[src/rtl/icache_refill_ctrl_if.sv]
// Signal bundle between the L1I refill controller and its cache / lower-memory neighbours.
// master = the refill controller, slave = the cache + memory side.
interface icache_refill_ctrl_if #(
  parameter int ADDR_W  = 32,
  parameter int BLOCK_W = 256,
  parameter int BEAT_W  = 64
);
  logic               miss_i;
  logic [ADDR_W-1:0]  missAddr_i;
  logic               memReqValid_o;
  logic               memReqReady_i;
  logic [ADDR_W-1:0]  memReqAddr_o;
  logic               memRespValid_i;
  logic [BEAT_W-1:0]  memRespData_i;
  logic               wrEnable_o;
  logic [ADDR_W-1:0]  wrAddr_o;
  logic [BLOCK_W-1:0] instBlock_o;
  logic               busy_o;

  modport master (
    input  miss_i, missAddr_i, memReqReady_i, memRespValid_i, memRespData_i,
    output memReqValid_o, memReqAddr_o, wrEnable_o, wrAddr_o, instBlock_o, busy_o
  );

  modport slave (
    output miss_i, missAddr_i, memReqReady_i, memRespValid_i, memRespData_i,
    input  memReqValid_o, memReqAddr_o, wrEnable_o, wrAddr_o, instBlock_o, busy_o
  );
endinterface

[src/rtl/icache_refill_ctrl.sv]
// L1 instruction-cache miss refill sequencer: one block request, beat assembly, single-cycle fill.
// One refill in flight; once a miss is accepted the refill always runs to completion.
module icache_refill_ctrl #(
  parameter int ADDR_W      = 32,
  parameter int BLOCK_W     = 256,
  parameter int BEAT_W      = 64,
  parameter int OFFSET_BITS = 5
) (
  input logic                  clk,
  input logic                  reset,
  icache_refill_ctrl_if.master bus
);
  localparam int NBEATS = BLOCK_W / BEAT_W;
  localparam int CNT_W  = $clog2(NBEATS);
  localparam logic [ADDR_W-1:0] OFF_MASK = ADDR_W'((64'd1 << OFFSET_BITS) - 64'd1);

  typedef enum logic [2:0] {
    S_IDLE,
    S_REQ,
    S_RECV,
    S_WRITE,
    S_COOL
  } state_t;

  state_t               r_state;
  logic [CNT_W-1:0]     r_cnt;
  logic [BLOCK_W-1:0]   r_buf;
  logic                 r_req_valid;
  logic [ADDR_W-1:0]    r_req_addr;
  logic                 r_wr_en;
  logic [ADDR_W-1:0]    r_wr_addr;
  logic [BLOCK_W-1:0]   r_inst_block;
  logic                 r_busy;

  logic [ADDR_W-1:0]    w_align;
  logic [BLOCK_W-1:0]   w_block;
  logic                 w_last_beat;

  assign w_align     = bus.missAddr_i & ~OFF_MASK;
  assign w_last_beat = (r_cnt == CNT_W'(NBEATS - 1));

  // Beats are staged in r_buf so instBlock_o only changes on the fill cycle.
  always_comb begin
    w_block = r_buf;
    w_block[int'(r_cnt) * BEAT_W +: BEAT_W] = bus.memRespData_i;
  end

  always_ff @(posedge clk) begin
    if (reset) begin
      r_state      <= S_IDLE;
      r_cnt        <= '0;
      r_buf        <= '0;
      r_req_valid  <= 1'b0;
      r_req_addr   <= '0;
      r_wr_en      <= 1'b0;
      r_wr_addr    <= '0;
      r_inst_block <= '0;
      r_busy       <= 1'b0;
    end else begin
      unique case (r_state)
        S_IDLE: begin
          if (bus.miss_i) begin
            r_req_addr  <= w_align;
            r_req_valid <= 1'b1;
            r_busy      <= 1'b1;
            r_state     <= S_REQ;
          end
        end
        S_REQ: begin
          if (bus.memReqReady_i) begin
            r_req_valid <= 1'b0;
            r_cnt       <= '0;
            r_state     <= S_RECV;
          end
        end
        S_RECV: begin
          if (bus.memRespValid_i) begin
            r_buf <= w_block;
            r_cnt <= r_cnt + 1'b1;
            if (w_last_beat) begin
              r_inst_block <= w_block;
              r_wr_addr    <= r_req_addr;
              r_wr_en      <= 1'b1;
              r_state      <= S_WRITE;
            end
          end
        end
        S_WRITE: begin
          r_wr_en <= 1'b0;
          r_state <= S_COOL;
        end
        S_COOL: begin
          r_busy  <= 1'b0;
          r_state <= S_IDLE;
        end
        default: r_state <= S_IDLE;
      endcase
    end
  end

  assign bus.memReqValid_o = r_req_valid;
  assign bus.memReqAddr_o  = r_req_addr;
  assign bus.wrEnable_o    = r_wr_en;
  assign bus.wrAddr_o      = r_wr_addr;
  assign bus.instBlock_o   = r_inst_block;
  assign bus.busy_o        = r_busy;
endmodule

[src/flat_wrapper.sv]
// flat-port wrapper written by rule: the top's interface ports become plain ports
module icache_refill_ctrl_flat 
#(
  parameter int ADDR_W      = 32,
  parameter int BLOCK_W     = 256,
  parameter int BEAT_W      = 64,
  parameter int OFFSET_BITS = 5
)
  (clk, reset, bus_miss_i, bus_missAddr_i, bus_memReqReady_i, bus_memRespValid_i, bus_memRespData_i, bus_memReqValid_o, bus_memReqAddr_o, bus_wrEnable_o, bus_wrAddr_o, bus_instBlock_o, bus_busy_o);
  icache_refill_ctrl_if #(.ADDR_W(ADDR_W), .BLOCK_W(BLOCK_W), .BEAT_W(BEAT_W)) bus_i ();
  input logic clk;
  input logic reset;
  input wire logic [$bits(bus_i.miss_i)-1:0] bus_miss_i;
  input wire logic [$bits(bus_i.missAddr_i)-1:0] bus_missAddr_i;
  input wire logic [$bits(bus_i.memReqReady_i)-1:0] bus_memReqReady_i;
  input wire logic [$bits(bus_i.memRespValid_i)-1:0] bus_memRespValid_i;
  input wire logic [$bits(bus_i.memRespData_i)-1:0] bus_memRespData_i;
  output wire logic [$bits(bus_i.memReqValid_o)-1:0] bus_memReqValid_o;
  output wire logic [$bits(bus_i.memReqAddr_o)-1:0] bus_memReqAddr_o;
  output wire logic [$bits(bus_i.wrEnable_o)-1:0] bus_wrEnable_o;
  output wire logic [$bits(bus_i.wrAddr_o)-1:0] bus_wrAddr_o;
  output wire logic [$bits(bus_i.instBlock_o)-1:0] bus_instBlock_o;
  output wire logic [$bits(bus_i.busy_o)-1:0] bus_busy_o;
  assign bus_i.miss_i = bus_miss_i;
  assign bus_i.missAddr_i = bus_missAddr_i;
  assign bus_i.memReqReady_i = bus_memReqReady_i;
  assign bus_i.memRespValid_i = bus_memRespValid_i;
  assign bus_i.memRespData_i = bus_memRespData_i;
  assign bus_memReqValid_o = bus_i.memReqValid_o;
  assign bus_memReqAddr_o = bus_i.memReqAddr_o;
  assign bus_wrEnable_o = bus_i.wrEnable_o;
  assign bus_wrAddr_o = bus_i.wrAddr_o;
  assign bus_instBlock_o = bus_i.instBlock_o;
  assign bus_busy_o = bus_i.busy_o;
  icache_refill_ctrl #(.ADDR_W(ADDR_W), .BLOCK_W(BLOCK_W), .BEAT_W(BEAT_W), .OFFSET_BITS(OFFSET_BITS)) u_core (.clk(clk), .reset(reset), .bus(bus_i));
endmodule
[config.mk]
export PLATFORM = sky130hd
export DESIGN_NAME = icache_refill_ctrl_flat
export DESIGN_NICKNAME = d
export VERILOG_FILES = /design/src/rtl/icache_refill_ctrl_if.sv /design/src/rtl/icache_refill_ctrl.sv /design/src/flat_wrapper.sv
export SDC_FILE = /design/constraint.sdc
export NUM_CORES = 1
export LEC_CHECK = 0
export CORE_MARGIN = 1.5
export CORE_UTILIZATION = 50
export CTS_BUF_LIST = sky130_fd_sc_hd__clkbuf_8
export DETAILED_ROUTE_END_ITERATION = 16
export GPL_ROUTABILITY_DRIVEN = 0
export PLACE_DENSITY = 0.74
export SLEW_MARGIN = 0
export SYNTH_ARGS = -nofsm -noshare
export SYNTH_HDL_FRONTEND = slang
export SYNTH_SLANG_ARGS = --single-unit
[constraint.sdc]
create_clock -name clk -period 2.3 [get_ports clk]
set_clock_uncertainty 0.05 [all_clocks]
set_input_delay 0.345 -clock clk [delete_from_list [all_inputs] [get_ports clk]]
set_output_delay 0.345 -clock clk [all_outputs]
set_load 0.02 [all_outputs]
==> impl_metrics.ini <==
[setup_path]
regToRegStartpoint = u_core.r_cnt[0]
cp.required_ps = 2800
path_cells = buf_4 > ha_1 > nor4bb_4 > buf_4 > nand4_1 > a21oi_1
cp-end-kind = flip-flop
crit_buf_inv = 2
ff2ff_path_depth = 6
arrival_ps = 2680
cp_top_family = simple AND/OR/NAND/NOR gates
critPathMaxFanout = 20
cpMostUsedCell = buf_4
startpoint = u_core.r_cnt[0]
path_class = reg2reg
cp_slowest_cell = nor4bb_4
r2r_slack_ps = 130
max_stage_delay_ps = 520
worstReg2RegEnd = u_core.bus.instBlock_o[228]
critPathLaunchType = flip-flop

[global_route]
first_global_vias = 19200
grt_start_max_net_pins = 123
overflow = 0
grt_pass1_wl_mm = 110
track_usage_pct = 31.3
antenna_found_initial = 2

[yosys]
synth_most_common_cell = dfxtp_1
synth_top_area_share_pct = 47.5
synth_area_sq_um = 21500
synthTopCellsByCount = dfxtp_1, a21oi_1, o32ai_1, nand2_1, inv_1
synthArstFlopShare_pct = 0
synth_compound_area_share_pct = 31.5
yosysSeqAreaShare_pct = 47.5
synthSimpleGateAreaFrac_pct = 11.1
synth_edf_count = 0
synth.avg_cell_area_sq_um = 9.26
synth_warnings = 0
yosys.area_share.adder_pct = 0.291
ys_seq_elements = 510
synth_top_family_by_area = compound AO/OA/AOI/OAI gates
ys_types = 49
synth-main-ff-cell = dfxtp_1
synth_top_area_cell = dfxtp_1
ys_top_cells_by_area = dfxtp_1, a21oi_1, o32ai_1
synthXorXnorAreaFrac_pct = 0
postSynthCellCount = 2321
synthMuxAreaShare_pct = 0.0466

[pwr]
p_seq_share_pct = 50.1
combPwrFrac_pct = 8.2
finalPower_mw = 17.9
p_int_mw = 13.3
power.switching_mw = 4.56
power_density_nw_per_um2 = 648
vdd_drop_max_mv = 0.431
clkPwrFrac_pct = 41.7
power.leakage_nw = 8.78
netSwitchingFraction_pct = 25.5

[timing]
relSlewSlack_pct = 51.9
fmax_ghz = 0.460
rsz0062_at_grt = false
fin_setup_tns_ps = 0
worstMarginPinSlew_ps = 721
setup_viol = 0
finalCritPeriodShare_pct = 94.5
finalHoldViolCount = 0
period_minus_slack_ps = 2170
final_max_slew_viol_count = 0

[drt]
drcViolationCount = 0
dr.pass1.iters = 6
wl_mm = 72.0
vias = 20100
ant_nets = 0
routedWlPerCell_um = 22.5
drt-initial-drc-count = 1949
via_per_inst = 6.27

[placed_design]
io_buffers = 408
hpwl_mm = 44.4

[min_path]
hold_end = u_core.bus.memReqAddr_o[16]
hp-start = bus_missAddr_i[16]
hold_class = in2reg
whs_path_depth = 3

[floorplanning]
start_util_pct = 51.0
die_width_um = 210
num_io_pins = 424
fp-row-count = 75
die_area_sq_um = 44200
die_height_um = 210
core_sq_um = 42100

[clocking]
cts_root_buffer = clkbuf_8
cts_tree = done
clk_latency_ps = 630
clock_sinks = 510
clkTransAtPathRegs_ps = 60
clock_path_buffers = 3
cts_made_buffers = 82
cts_htree_levels = 3

[job]
max_cap_violations = 0

[finish]
finalNetCount = 2713
register_area_sq_um = 10200
fillers = 3395
multi_input_area_sq_um = 9390
areaGrowthSynthToFinish_pct = 28.3
drive_gt1_share_pct = 10.6

[outcome]
outcome = finished, final reports clean
==> placed cells by master (no fill, tap or decap), drive strengths merged, types with 85 or more instances in the layout <==
master / Yosys / routed
nand3: 103 / 103
dfxtp: 510 / 510
clkdlybuf4s50: 0 / 407
a211oi: 117 / 117
clkbuf: 123 / 97
buf: 177 / 85
a2bb2oi: 104 / 104
a21oi: 312 / 312
nand2: 176 / 176
inv: 133 / 161
o32ai: 180 / 180
==> state kept, by name (all words and copies together), names as in the netlist <==
| signal | cells |
|---|---|
| u_core.bus.memReqValid_o | 1 |
| u_core.bus.wrAddr_o | 27 |
| u_core.bus.memReqAddr_o | 27 |
| u_core.bus.wrEnable_o | 1 |
| u_core.r_cnt | 2 |
| u_core.r_buf | 192 |
| u_core.r_state | 3 |
| u_core.bus.busy_o | 1 |
| u_core.bus.instBlock_o | 256 |
==> power groups by stage <==
stage                     sequential (mW)  combinational (mW)  clock, mW
after floorplan                      9.17               0.796          0
after global placement               9.13                1.43          0
after detailed placement             9.14                1.44          0
after CTS                            8.95                1.44       7.58
after global routing                 8.95                1.55       8.01
final                                8.95                1.47       7.45
==> worst reg2reg max path, cell delays in order, from the launching register on <==
cell and delay (ps):
dfxtp_1 330, buf_4 190, ha_1 290, nor4bb_4 520
buf_4 370, nand4_1 160, a21oi_1 180
==> metrics by stage <==
step           util, %  instance area [sq um]  instances  worst slack [ps]  hold WS (ps)
5_1_grt           65.4                  27600       3202              2.83           213
2_1_floorplan        -                  21500       2330               305           400
4_1_cts           65.4                  27500       3199              13.3           172
6_report          65.4                  27600       3204               126           222
3_3_place_gp      61.7                  26000       3060              42.1           399
3_5_place_dp      61.7                  26000       3060              5.20           412
==> worst max path at each step <==
stage | endpoint | cells past startpoint | slack (ps)
floorplan | u_core.bus.instBlock_o[172] | 8 | 310
global placement | u_core.r_buf[18] | 4 | 40
detailed placement | u_core.r_buf[52] | 4 | 5
CTS | u_core.r_buf[163] | 7 | 10
global route | u_core.bus.instBlock_o[234] | 6 | 3
finish | u_core.bus.instBlock_o[228] | 6 | 130
==> layer usage <==
layer  part of all wire [%]  track usage [%]  up-vias  wire length (um)
li1                       -                -     9184                 -
met2                     47             50.7      995             33900
met1                     42             41.4     9790             30300
met5                      0                0        -                 0
met3                    7.7             5.14      129              5580
met4                    3.2             13.1        0              2290
==> area by class of cell <==
cell class	count	area share [%]
Antenna cell	4	0.0363
Clock inverter	41	0.726
Multi-Input combinational cell	1387	34.1
Clock buffer	97	4.84
Sequential cell	510	37.0
Timing Repair Buffer	493	19.0
Tap cell	539	2.45
Inverter	133	1.82
==> kinds of logic after synthesis <==
kind of cell | after synthesis
adders and majority gates | 5
and+or+nand+nor | 461
other | 1
AOI/OAI and AO/OA | 910
DFF | 510
buffers and inverters | 433
muxes | 1
==> repair_timing <==
| action | in CTS | in global routing |
|---|---|---|
| buffers inserted | 0 | 1 |
| endpoints found under the hold margin | 6 | 0 |
| endpoints found under the setup margin | 0 | 100 |
| hold buffers | 1 | 0 |
| resized for setup | 0 | 2 |
No activity file was read; power rests on OpenSTA's default activity.
